File: src/rtl/axi_sram_arbiter.sv
// axi_sram_arbiter
// Shares one AXI3-style master port between the instruction-fetch port
// (read only) and the data-memory port (read/write). One transaction is in
// flight at a time. Every access walks an explicit FSM:
//   read : IDLE -> AR -> R -> DONE
//   write: IDLE -> AW -> B -> DONE   (W is issued alongside AW)
// DONE raises a one-cycle completion pulse to the requester that owned the
// transaction.
//
// Ports
//   clk, rst          clock (rising edge), asynchronous active-high reset
//   inst_*            fetch request/response (en held until inst_valid)
//   data_*            load/store request/response (en held until data_valid;
//                     data_wen == 0 means read)
//   busy              high whenever the FSM is not in IDLE
//   dbg_state_o       current FSM state (encoding of state_e)
//   ar*/r*            AXI read address / read data channels
//   aw*/w*/b*         AXI write address / write data / write response
//
// Handshake rule: a transfer happens on a rising edge where VALID and READY
// are both high. Our VALIDs rise on entry to their state, never drop before
// that transfer, and drop on the edge where it happens. Address, id, data and
// strobe outputs come from registers loaded only at grant, so they stay put
// until the next grant.
module axi_sram_arbiter #(
  parameter int ADDR_W = 32,
  parameter int DATA_W = 32
) (
  input  logic                clk,
  input  logic                rst,
  // fetch port
  input  logic                inst_en,
  input  logic [ADDR_W-1:0]   inst_addr,
  output logic [DATA_W-1:0]   inst_rdata,
  output logic                inst_valid,
  // data port
  input  logic                data_en,
  input  logic [3:0]          data_wen,
  input  logic [ADDR_W-1:0]   data_addr,
  input  logic [DATA_W-1:0]   data_wdata,
  output logic [DATA_W-1:0]   data_rdata,
  output logic                data_valid,
  // status
  output logic                busy,
  output logic [2:0]          dbg_state_o,
  // AXI read address
  output logic [3:0]          arid,
  output logic [ADDR_W-1:0]   araddr,
  output logic [3:0]          arlen,
  output logic [2:0]          arsize,
  output logic [1:0]          arburst,
  output logic                arvalid,
  input  logic                arready,
  // AXI read data
  input  logic [3:0]          rid,
  input  logic [DATA_W-1:0]   rdata,
  input  logic [1:0]          rresp,
  input  logic                rlast,
  input  logic                rvalid,
  output logic                rready,
  // AXI write address
  output logic [3:0]          awid,
  output logic [ADDR_W-1:0]   awaddr,
  output logic [3:0]          awlen,
  output logic [2:0]          awsize,
  output logic [1:0]          awburst,
  output logic                awvalid,
  input  logic                awready,
  // AXI write data
  output logic [DATA_W-1:0]   wdata,
  output logic [DATA_W/8-1:0] wstrb,
  output logic                wlast,
  output logic                wvalid,
  input  logic                wready,
  // AXI write response
  input  logic [3:0]          bid,
  input  logic [1:0]          bresp,
  input  logic                bvalid,
  output logic                bready
);

  localparam int STRB_W = DATA_W / 8;

  typedef enum logic [2:0] {
    S_IDLE = 3'd0,
    S_AR   = 3'd1,
    S_R    = 3'd2,
    S_AW   = 3'd3,
    S_B    = 3'd4,
    S_DONE = 3'd5
  } state_e;

  state_e              state_q, state_d;
  logic                last_data_q;   // 1: previous grant went to the data port
  logic                gnt_data_q;    // owner of the current transaction
  logic [ADDR_W-1:0]   addr_q;
  logic [DATA_W-1:0]   wdata_q;
  logic [STRB_W-1:0]   wstrb_q;
  logic                arvalid_q, rready_q, awvalid_q, wvalid_q, bready_q;
  logic                inst_valid_q, data_valid_q;
  logic [DATA_W-1:0]   inst_rdata_q, data_rdata_q;

  logic                grant_data, grant_inst, grant_write;
  logic                aw_done, w_done;

  // Response id/status fields carry nothing this master acts on.
  logic                unused_resp;
  assign unused_resp = ^{rid, rresp, rlast, bid, bresp};

  always_comb begin
    // Data wins a tie unless it also won the previous grant.
    grant_data  = data_en && !(inst_en && last_data_q);
    grant_inst  = inst_en && !grant_data;
    grant_write = grant_data && (data_wen != 4'b0000);
    // AW and W complete independently; a channel counts as done once its
    // valid has dropped or it handshakes this cycle.
    aw_done     = !awvalid_q || awready;
    w_done      = !wvalid_q  || wready;

    state_d = state_q;
    unique case (state_q)
      S_IDLE: begin
        if (grant_write)                    state_d = S_AW;
        else if (grant_data || grant_inst)  state_d = S_AR;
      end
      S_AR:   if (arready)           state_d = S_R;
      S_R:    if (rvalid)            state_d = S_DONE;
      S_AW:   if (aw_done && w_done) state_d = S_B;
      S_B:    if (bvalid)            state_d = S_DONE;
      S_DONE:                        state_d = S_IDLE;
      default:                       state_d = S_IDLE;
    endcase
  end

  always_ff @(posedge clk or posedge rst) begin
    if (rst) begin
      state_q      <= S_IDLE;
      last_data_q  <= 1'b0;
      gnt_data_q   <= 1'b0;
      addr_q       <= '0;
      wdata_q      <= '0;
      wstrb_q      <= '0;
      arvalid_q    <= 1'b0;
      rready_q     <= 1'b0;
      awvalid_q    <= 1'b0;
      wvalid_q     <= 1'b0;
      bready_q     <= 1'b0;
      inst_valid_q <= 1'b0;
      data_valid_q <= 1'b0;
      inst_rdata_q <= '0;
      data_rdata_q <= '0;
    end else begin
      state_q      <= state_d;
      inst_valid_q <= 1'b0;
      data_valid_q <= 1'b0;
      unique case (state_q)
        S_IDLE: begin
          if (grant_data || grant_inst) begin
            addr_q      <= grant_data ? data_addr : inst_addr;
            wdata_q     <= data_wdata;
            wstrb_q     <= grant_write ? STRB_W'(data_wen) : '0;
            gnt_data_q  <= grant_data;
            last_data_q <= grant_data;
            if (grant_write) begin
              awvalid_q <= 1'b1;
              wvalid_q  <= 1'b1;
            end else begin
              arvalid_q <= 1'b1;
            end
          end
        end
        S_AR: begin
          if (arready) begin
            arvalid_q <= 1'b0;
            rready_q  <= 1'b1;
          end
        end
        S_R: begin
          if (rvalid) begin
            rready_q <= 1'b0;
            if (gnt_data_q) data_rdata_q <= rdata;
            else            inst_rdata_q <= rdata;
            data_valid_q <= gnt_data_q;
            inst_valid_q <= !gnt_data_q;
          end
        end
        S_AW: begin
          if (awready) awvalid_q <= 1'b0;
          if (wready)  wvalid_q  <= 1'b0;
          if (aw_done && w_done) bready_q <= 1'b1;
        end
        S_B: begin
          if (bvalid) begin
            bready_q     <= 1'b0;
            data_valid_q <= 1'b1;
          end
        end
        default: ;
      endcase
    end
  end

  assign busy        = (state_q != S_IDLE);
  assign dbg_state_o = state_q;

  assign inst_rdata  = inst_rdata_q;
  assign inst_valid  = inst_valid_q;
  assign data_rdata  = data_rdata_q;
  assign data_valid  = data_valid_q;

  // Fetch reads use id 0, data reads id 1; writes always come from data.
  assign arid    = {3'b000, gnt_data_q};
  assign araddr  = addr_q;
  assign arlen   = 4'd0;
  assign arsize  = 3'b010;
  assign arburst = 2'b01;
  assign arvalid = arvalid_q;
  assign rready  = rready_q;

  assign awid    = 4'd1;
  assign awaddr  = addr_q;
  assign awlen   = 4'd0;
  assign awsize  = 3'b010;
  assign awburst = 2'b01;
  assign awvalid = awvalid_q;

  assign wdata   = wdata_q;
  assign wstrb   = wstrb_q;
  assign wlast   = 1'b1;
  assign wvalid  = wvalid_q;
  assign bready  = bready_q;

endmodule

File: config.mk
export PLATFORM = sky130hd
export DESIGN_NAME = axi_sram_arbiter
export DESIGN_NICKNAME = d
export VERILOG_FILES = /design/src/rtl/axi_sram_arbiter.sv
export SDC_FILE = /design/constraint.sdc
export NUM_CORES = 1
export LEC_CHECK = 0
export CELL_PAD_IN_SITES_DETAIL_PLACEMENT = 0
export CELL_PAD_IN_SITES_GLOBAL_PLACEMENT = 1
export CORE_ASPECT_RATIO = 1.1
export CORE_MARGIN = 5
export CORE_UTILIZATION = 30
export CTS_CLUSTER_DIAMETER = 200
export DETAILED_ROUTE_END_ITERATION = 8
export GPL_TIMING_DRIVEN = 1
export PLACE_DENSITY_LB_ADDON = 0.25
export RECOVER_POWER = 25
export SETUP_SLACK_MARGIN = 0.3
export SLEW_MARGIN = 10
export SYNTH_ARGS = -nofsm -noshare
export SYNTH_HDL_FRONTEND = slang
export SYNTH_SLANG_ARGS = --single-unit
File: constraint.sdc
create_clock -name clk -period 5.73 [get_ports clk]
set_clock_uncertainty 0.1 [all_clocks]
set_input_delay 0.8595 -clock clk [delete_from_list [all_inputs] [get_ports clk]]
set_output_delay 0.8595 -clock clk [all_outputs]
set_load 0.1 [all_outputs]
==> flow_summary.json, run 1 <==
{
  "status": "finished, violations left",
  "violations": "max-capacitance violations, max-slew violations",
  "overflow": 0,
  "cts_resized": 0,
  "syn_area_sq_mm": 0.00644,
  "crit-reg2reg-launch": "dbg_state_o[1]",
  "worstSetupStartpoint": "dbg_state_o[0]",
  "fin_nets": 874,
  "die_h_microns": 164,
  "final.period_utilization": 0.623,
  "wirelength_microns": 18600,
  "hold_slack_ps": 401,
  "regArea_sq_mm": 0.00358,
  "fin_crit_ps": 3570,
  "ys.flop_type": "dfrtp_1",
  "io_buffers": 316,
  "finalSetupViolCount": 0,
  "die_w_microns": 150,
  "endpoint_kind": "output pin",
  "core_area_sq_mm": 0.0212,
  "synth_area_leaders": "dfrtp_1 56%, mux2_2 23%, buf_4 7.0%",
  "cts_made_buffers": 17,
  "yosys-top-cells-count": "143 x dfrtp_1, 131 x mux2_2, 60 x buf_4",
  "routed_via_density": 4.32,
  "cp.required_ps": 4770,
  "antenna_found_initial": 0,
  "drc": 0,
  "slew_viol_final": 71,
  "syn_to_final_growth_pct": 57.8,
  "drive_gt1_frac": 0.271,
  "critical_path_class": "reg -> out",
  "synth_edf_count": 0,
  "num-fill-cells": 1902,
  "hold_start": "data_rdata[30]",
  "die_area_sq_mm": 0.0245,
  "grt.total_usage": 0.153,
  "hold_buffers": 0,
  "row_count": 56,
  "synth_seq_cells": 143,
  "cts_root_buffer": "clkbuf_16",
  "hold_violations": 0,
  "fmax_ghz": 0.280,
  "dr.first_iter.drc_count": 115,
  "rsz0062_at_grt": "false",
  "gp_congestion": 0.750,
  "ys_types": 38,
  "slew_headroom": -0.363,
  "hold_path.class": "reg -> reg",
  "start_util": 0.303,
  "synthCells": 437,
  "fin_setup_tns_ps": 0,
  "max_slew.worst_pin.slew_ps": 2040,
  "synth_top_area_cell": "dfrtp_1",
  "grt_pass1_vias": 4998,
  "cts_tree": "yes",
  "yosysWarnings": 0,
  "io-pin-count": 356,
  "synth_most_common_cell": "dfrtp_1",
  "syn_avg_cell_area_sq_um": 14.7,
  "dr.pass1.iters": 4,
  "vias": 4423,
  "clkTransAtPathRegs_ps": 60,
  "synth_top_cell_area_share": 0.556,
  "cp.arrival_ps": 2610,
  "multiInputGateArea_sq_mm": 0.00235,
  "drtAntennaViolNets": 0,
  "crit_fanout": 16,
  "grt_max_degree": 96,
  "grt_pass1_wl_microns": 28700,
  "post_cts_buffers": 0,
  "startpoint_type": "flip-flop",
  "clk_latency_ps": 410,
  "routedWlPerCell_microns": 18.2,
  "drv_cap": 2,
  "cts.sinks": 143,
  "async_flop_share": 1.00,
  "ys_seq_area_frac": 0.556,
  "antenna_cells": 0,
  "cts_buffer_depth": 2,
  "hpwl_microns": 14000,
  "cts_max_level": 4
}
[state kept, by name, summed over array words and instances (netlist names)]
register / flops
araddr: 32
arvalid: 1
awvalid: 1
bready: 1
data_rdata: 32
data_valid: 1
dbg_state_o: 3
gnt_data_q: 1
inst_rdata: 32
inst_valid: 1
rready: 1
wdata: 32
wstrb: 4
wvalid: 1
[cell type report]
class / count / share of cell area
Sequential cell: 143 / 0.352
Clock buffer: 18 / 0.0432
Timing Repair Buffer: 321 / 0.314
Tap cell: 290 / 0.0357
Clock inverter: 14 / 0.0225
Inverter: 2 / 0.00123
Multi-Input combinational cell: 235 / 0.231
[cells by family after synthesis]
family / Yosys count / synth area share
muxes: 161 / 0.298
other: 2 / 0.00117
DFF: 143 / 0.556
buffers and inverters: 83 / 0.0935
and+or+nand+nor: 25 / 0.0231
AOI/OAI and AO/OA: 23 / 0.0282
[per-layer routing]
layer  share of wire  track usage
met3           0.066       0.0419
met4           0.023       0.0611
met5               0            0
met1            0.40        0.183
met2            0.51        0.259
[final timing paths]
kind / slack, ps / end / depth (start not counted)
worst max-delay path: 2160 / busy / 2
worst min-delay path: 400 / data_rdata[30] / 1
worst max register to register: 2590 / inst_rdata[4] / 4
worst min register to register: 400 / data_rdata[30] / 1
max in group asynchronous: 3250 / araddr[28] / 3
min in group asynchronous: 980 / wdata[30] / 2
[critical path, stage by stage, from the launching register on]
cell,delay (ps)
dfrtp_1,640
or3_1,340
clkdlybuf4s50_1,1210
[placed cells by master (no fill, tap or decap), types with 3 or more instances in the layout]
cell type | synthesis | final
nor2b_1 | 4 | 4
dlygate4sd3_1 | 0 | 4
clkdlybuf4s50_1 | 0 | 312
conb_1 | 2 | 26
buf_4 | 60 | 3
nand2_1 | 8 | 8
clkinv_4 | 0 | 3
dfrtp_1 | 143 | 143
inv_6 | 0 | 4
bufinv_16 | 0 | 5
mux2_4 | 29 | 29
a22o_1 | 4 | 4
a31oi_1 | 3 | 3
mux2_2 | 131 | 131
clkbuf_16 | 0 | 17
[per-stage QoR]
step | util | cell area (sq um) | std cells | worst slack [ps]
floorplan | - | 6530 | 461 | 933
global placement | 0.449 | 9530 | 991 | 2220
detailed placement | 0.449 | 9530 | 991 | 2160
CTS | 0.480 | 10200 | 1023 | 2060
global route | 0.479 | 10200 | 1023 | 1890
finish | 0.479 | 10200 | 1023 | 2160
Power of run 1 is not shown: default switching activity piles up to over one toggle a cycle in this logic, so the estimate is an artifact.
==> inputs of run 2 (changes only) <==
--- a/config.mk
+++ b/config.mk
@@ -9,7 +9,7 @@
 export CELL_PAD_IN_SITES_GLOBAL_PLACEMENT = 1
 export CORE_ASPECT_RATIO = 1.1
 export CORE_MARGIN = 5
-export CORE_UTILIZATION = 30
+export CORE_UTILIZATION = 27
 export CTS_CLUSTER_DIAMETER = 200
 export DETAILED_ROUTE_END_ITERATION = 8
 export GPL_TIMING_DRIVEN = 1
==> constraint.sdc (replaced) <==
create_clock -name clk -period 3.1 [get_ports clk]
set_clock_uncertainty 0.1 [all_clocks]
set_input_delay 0.465 -clock clk [delete_from_list [all_inputs] [get_ports clk]]
set_output_delay 0.465 -clock clk [all_outputs]
set_load 0.1 [all_outputs]
==> run 2 against run 1 <==
Compared with the run above:
- the run now ends clean
- first-iteration DRC count fell by 28%
- cell count rose by 1.9%
- register-to-register slack worse by 1900 ps
- core utilization fell by 6.6 points
- global-route usage decreased by 1.8 points
- die area rose by 10%
- critical path depth stayed put
- via count up 0.66%
- wire length is 0.19% higher
- count of clock-buffer cells in the layout down 1
- non-clock buffer count up 4
- critical endpoint unchanged
- largest cell class unchanged
==> flow_summary.json, run 2 (synthesis gave the netlist of run 1 again) <==
{
  "fin_setup_tns_ps": 0,
  "critical_path_class": "reg -> out",
  "syn_to_final_growth_pct": 51.1,
  "post_cts_buffers": 0,
  "fin_nets": 878,
  "cp.required_ps": 2530,
  "cts.sinks": 143,
  "drtAntennaViolNets": 0,
  "num-fill-cells": 2258,
  "final.period_utilization": 0.785,
  "endpoint_kind": "output pin",
  "slew_viol_final": 0,
  "met1_length_microns": 7140,
  "crit_fanout": 16,
  "multiInputGateArea_sq_mm": 0.00237,
  "wirelength_microns": 18700,
  "io-pin-count": 356,
  "top_layer_used": "met4",
  "rsz0062_at_grt": "false",
  "finalSetupViolCount": 0,
  "r2r_cells": 4,
  "layout_commonest_cell": "buf_4",
  "hold_path.class": "in -> async",
  "routed_via_density": 4.27,
  "cts_root_buffer": "clkbuf_16",
  "die_w_microns": 157,
  "io_buffers": 316,
  "routedWlPerCell_microns": 17.9,
  "timing.rr.end": "data_rdata[26]",
  "cts_made_buffers": 17,
  "overflow": 0,
  "die_h_microns": 172,
  "fin_crit_ps": 2430,
  "core_area_sq_mm": 0.0235,
  "cts_resized": 0,
  "status": "finished, final reports clean",
  "gp_congestion": 0.749,
  "grt_pass1_wl_microns": 28000,
  "antenna_cells": 0,
  "cts_tree": "yes",
  "antenna_found_initial": 0,
  "hpwl_microns": 14200,
  "clkTransAtPathRegs_ps": 70,
  "vias": 4452,
  "cts_max_level": 4,
  "hold_buffers": 0,
  "regArea_sq_mm": 0.00358,
  "layout_common_cells": "183 x buf_4, 143 x dfrtp_1, 139 x clkdlybuf4s50_1, 131 x mux2_2, 29 x mux2_4",
  "fmax_ghz": 0.411,
  "drc": 0,
  "grt_pass1_vias": 4889,
  "grt.total_usage": 0.134,
  "max_slew.worst_pin.slew_ps": 1470,
  "grt_max_degree": 83,
  "start_util": 0.273,
  "clk_latency_ps": 410,
  "crit-reg2reg-launch": "dbg_state_o[1]",
  "path_cells": "or3_1 -> buf_4",
  "dr.first_iter.drc_count": 83,
  "worst-r2r-setup-slack_ps": 700,
  "cp.arrival_ps": 1870,
  "slew_headroom": 0.0203,
  "cts_buffer_depth": 2,
  "die_area_sq_mm": 0.0270,
  "met3_length_microns": 1570,
  "crit_slowest_cell": "dfrtp_1",
  "dr_wl_met2_microns": 9730,
  "hold_violations": 0,
  "drv_cap": 0,
  "startpoint_type": "flip-flop",
  "row_count": 59,
  "dr.pass1.iters": 5,
  "slowest_delay_ps": 580,
  "drive_gt1_frac": 0.520
}
-- run 2: final cells by class --
cell class / count / share of cell area
clock buffer: 17 / 0.0437
sequential: 143 / 0.368
clock inverter: 15 / 0.0177
tap: 305 / 0.0392
timing repair buffer: 325 / 0.287
multi-input combinational: 235 / 0.244
inverter: 2 / 0.000900
-- run 2: per-stage QoR --
stage | instances | cell area (sq um) | hold WS [ps] | utilization | worst slack [ps]
global placement | 1010 | 9160 | 391 | 0.389 | 375
floorplan | 461 | 6530 | 422 | - | 486
CTS | 1042 | 9760 | 210 | 0.414 | 629
detailed placement | 1010 | 9160 | 397 | 0.389 | 363
finish | 1042 | 9730 | 325 | 0.413 | 667
global route | 1042 | 9730 | 332 | 0.413 | 543
-- run 2: how the worst max path moves through the flow --
stage                    from             end  slack (ps)  depth (start not counted)
6_report       dbg_state_o[0]            busy         670                          2
5_1_grt                   rst       wdata[15]         540                          3
4_1_cts        dbg_state_o[0]            busy         630                          2
3_5_place_dp           rvalid   data_rdata[7]         360                          5
3_3_place_gp           rvalid  data_rdata[26]         380                          5
2_1_floorplan  dbg_state_o[0]      araddr[18]         490                          6
-- run 2: metal layers --
metal / vias to the layer above / global-route usage
met2: 213 / 0.236
li1: 2029 / -
met5: - / 0
met4: 0 / 0.0397
met3: 16 / 0.0448
met1: 2194 / 0.156
-- run 2: critical path, delay by kind of cell, from the launching register on --
family | cells | cell delay, ps
flops | 1 | 580
simple gates | 1 | 570
buf+inv | 1 | 290
Power of run 2 is left out for the same reason.
==> inputs of run 3 (changes only) <==
==> constraint.sdc (replaced) <==
create_clock -name clk -period 2.1 [get_ports clk]
set_clock_uncertainty 0.1 [all_clocks]
set_input_delay 0.315 -clock clk [delete_from_list [all_inputs] [get_ports clk]]
set_output_delay 0.315 -clock clk [all_outputs]
set_load 0.1 [all_outputs]
==> run 3 against run 2 <==
Compared with the run above:
- worst setup slack lost 520 ps
- die area unchanged
- largest cell class unchanged
- count of clock-buffer cells in the layout rose by 2
- final area increased by 11%
- via count rose by 3.0%
- first-iteration DRC count rose by 94%
- wire length rose by 5.1%
- flip-flop and latch count stayed put
- register-to-register slack worse by 550 ps
- critical path type is now reg -> reg
- critical path depth increased by 1
- non-clock buffer count is 35 higher
==> flow_summary.json, run 3 (synthesis gave the netlist of run 1 again) <==
{
  "antenna_cells": 0,
  "io-pin-count": 356,
  "slew_headroom": 0.395,
  "cts_made_buffers": 17,
  "fin_crit_ps": 1950,
  "dr.pass1.iters": 4,
  "grt_pass1_vias": 5040,
  "layout_common_cells": "186 x buf_4, 139 x clkdlybuf4s50_1, 137 x dfrtp_1, 125 x mux2_4, 35 x mux2_2",
  "hold_violations": 0,
  "dr.first_iter.drc_count": 161,
  "drv_cap": 0,
  "row_count": 59,
  "io_buffers": 316,
  "critical_path_class": "reg -> reg",
  "vias": 4587,
  "hold_buffers": 0,
  "rsz0062_at_grt": "true",
  "hold_path.class": "in -> async",
  "drc": 0,
  "regArea_sq_mm": 0.00359,
  "multiInputGateArea_sq_mm": 0.00274,
  "drive_gt1_frac": 0.547,
  "cp.required_ps": 2290,
  "fin_nets": 913,
  "wirelength_microns": 19600,
  "routed_via_density": 4.26,
  "drtAntennaViolNets": 0,
  "cts.sinks": 143,
  "start_util": 0.273,
  "overflow": 0,
  "slew_viol_final": 0,
  "die_area_sq_mm": 0.0270,
  "clk_latency_ps": 410,
  "finalSetupViolCount": 0,
  "die_h_microns": 172,
  "cts_root_buffer": "clkbuf_16",
  "grt_max_degree": 54,
  "layout_commonest_cell": "buf_4",
  "antenna_found_initial": 0,
  "fmax_ghz": 0.512,
  "num-fill-cells": 2104,
  "core_area_sq_mm": 0.0235,
  "cp.arrival_ps": 2150,
  "cts_tree": "yes",
  "die_w_microns": 157,
  "hpwl_microns": 14000,
  "max_slew.worst_pin.slew_ps": 907,
  "grt_pass1_wl_microns": 29000,
  "endpoint_kind": "flip-flop",
  "syn_to_final_growth_pct": 67.9,
  "grt.total_usage": 0.136,
  "clkTransAtPathRegs_ps": 70,
  "gp_congestion": 0.778,
  "crit_fanout": 33,
  "cts_max_level": 4,
  "startpoint_type": "flip-flop",
  "final.period_utilization": 0.930,
  "cts_buffer_depth": 2,
  "routedWlPerCell_microns": 18.2,
  "post-place-ws_ps": -240,
  "post-route-util": 0.459,
  "status": "finished, final reports clean",
  "setup_slack_ps": 147
}
==> run 3: changes by cell type in the layout (fill, tap and decap cells not counted), sizes merged <==
| cell | before | now |
|---|---|---|
| buf | 183 | 210 |
| clkbuf | 19 | 29 |
| bufinv | 1 | 4 |
| clkinv | 5 | 3 |
| inv | 8 | 6 |
| clkinvlp | 3 | 2 |
==> run 3: timing repair <==
action | 4_1_cts | 5_1_grt
gates resized for setup | 6 | 13
gates cloned | 6 | 5
buffers inserted | 9 | 3
pin swaps | 3 | 2
setup endpoints to repair | 103 | 131
==> run 3: layer usage <==
layer | share of wire | GRT usage
met5 | 0 | 0
met4 | 0.010 | 0.0325
met3 | 0.080 | 0.0363
met2 | 0.52 | 0.244
met1 | 0.38 | 0.163
==> run 3: cell type report <==
| type | instances | area share |
|---|---|---|
| clock buffer | 19 | 0.0410 |
| clock inverter | 13 | 0.0185 |
| inverter | 2 | 0.000810 |
| multi-input combinational | 235 | 0.254 |
| sequential | 143 | 0.332 |
| tap | 305 | 0.0353 |
| timing repair buffer | 360 | 0.319 |
==> run 3: per-stage QoR <==
stage / cell area [sq um] / hold WS (ps) / std cells / TNS, ps
global placement: 9720 / 393 / 1022 / -7070
CTS: 10700 / 113 / 1069 / 0
floorplan: 7000 / 348 / 461 / -24220
global route: 10800 / 295 / 1077 / 0
finish: 10800 / 269 / 1077 / 0
detailed placement: 9720 / 393 / 1022 / -7340
==> run 3: worst max-delay path, stage by stage, from the launching register on <==
cell,delay (ps)
dfrtp_2,430
or4b_2,720
buf_12,220
mux2_4,320
==> run 3: path summary, 6_finish.rpt <==
kind,startpoint,to,slack (ps),depth (start not counted)
worst max-delay path,dbg_state_o[2],data_rdata[17],150,3
worst min-delay path,rst,inst_rdata[10],270,2
worst max register to register,dbg_state_o[2],data_rdata[17],150,3
worst min register to register,wdata[12],wdata[12],410,1
max in group asynchronous,rst,wvalid,470,3
min in group clk,wdata[12],wdata[12],410,1
Power of run 3 is left out for the same reason.
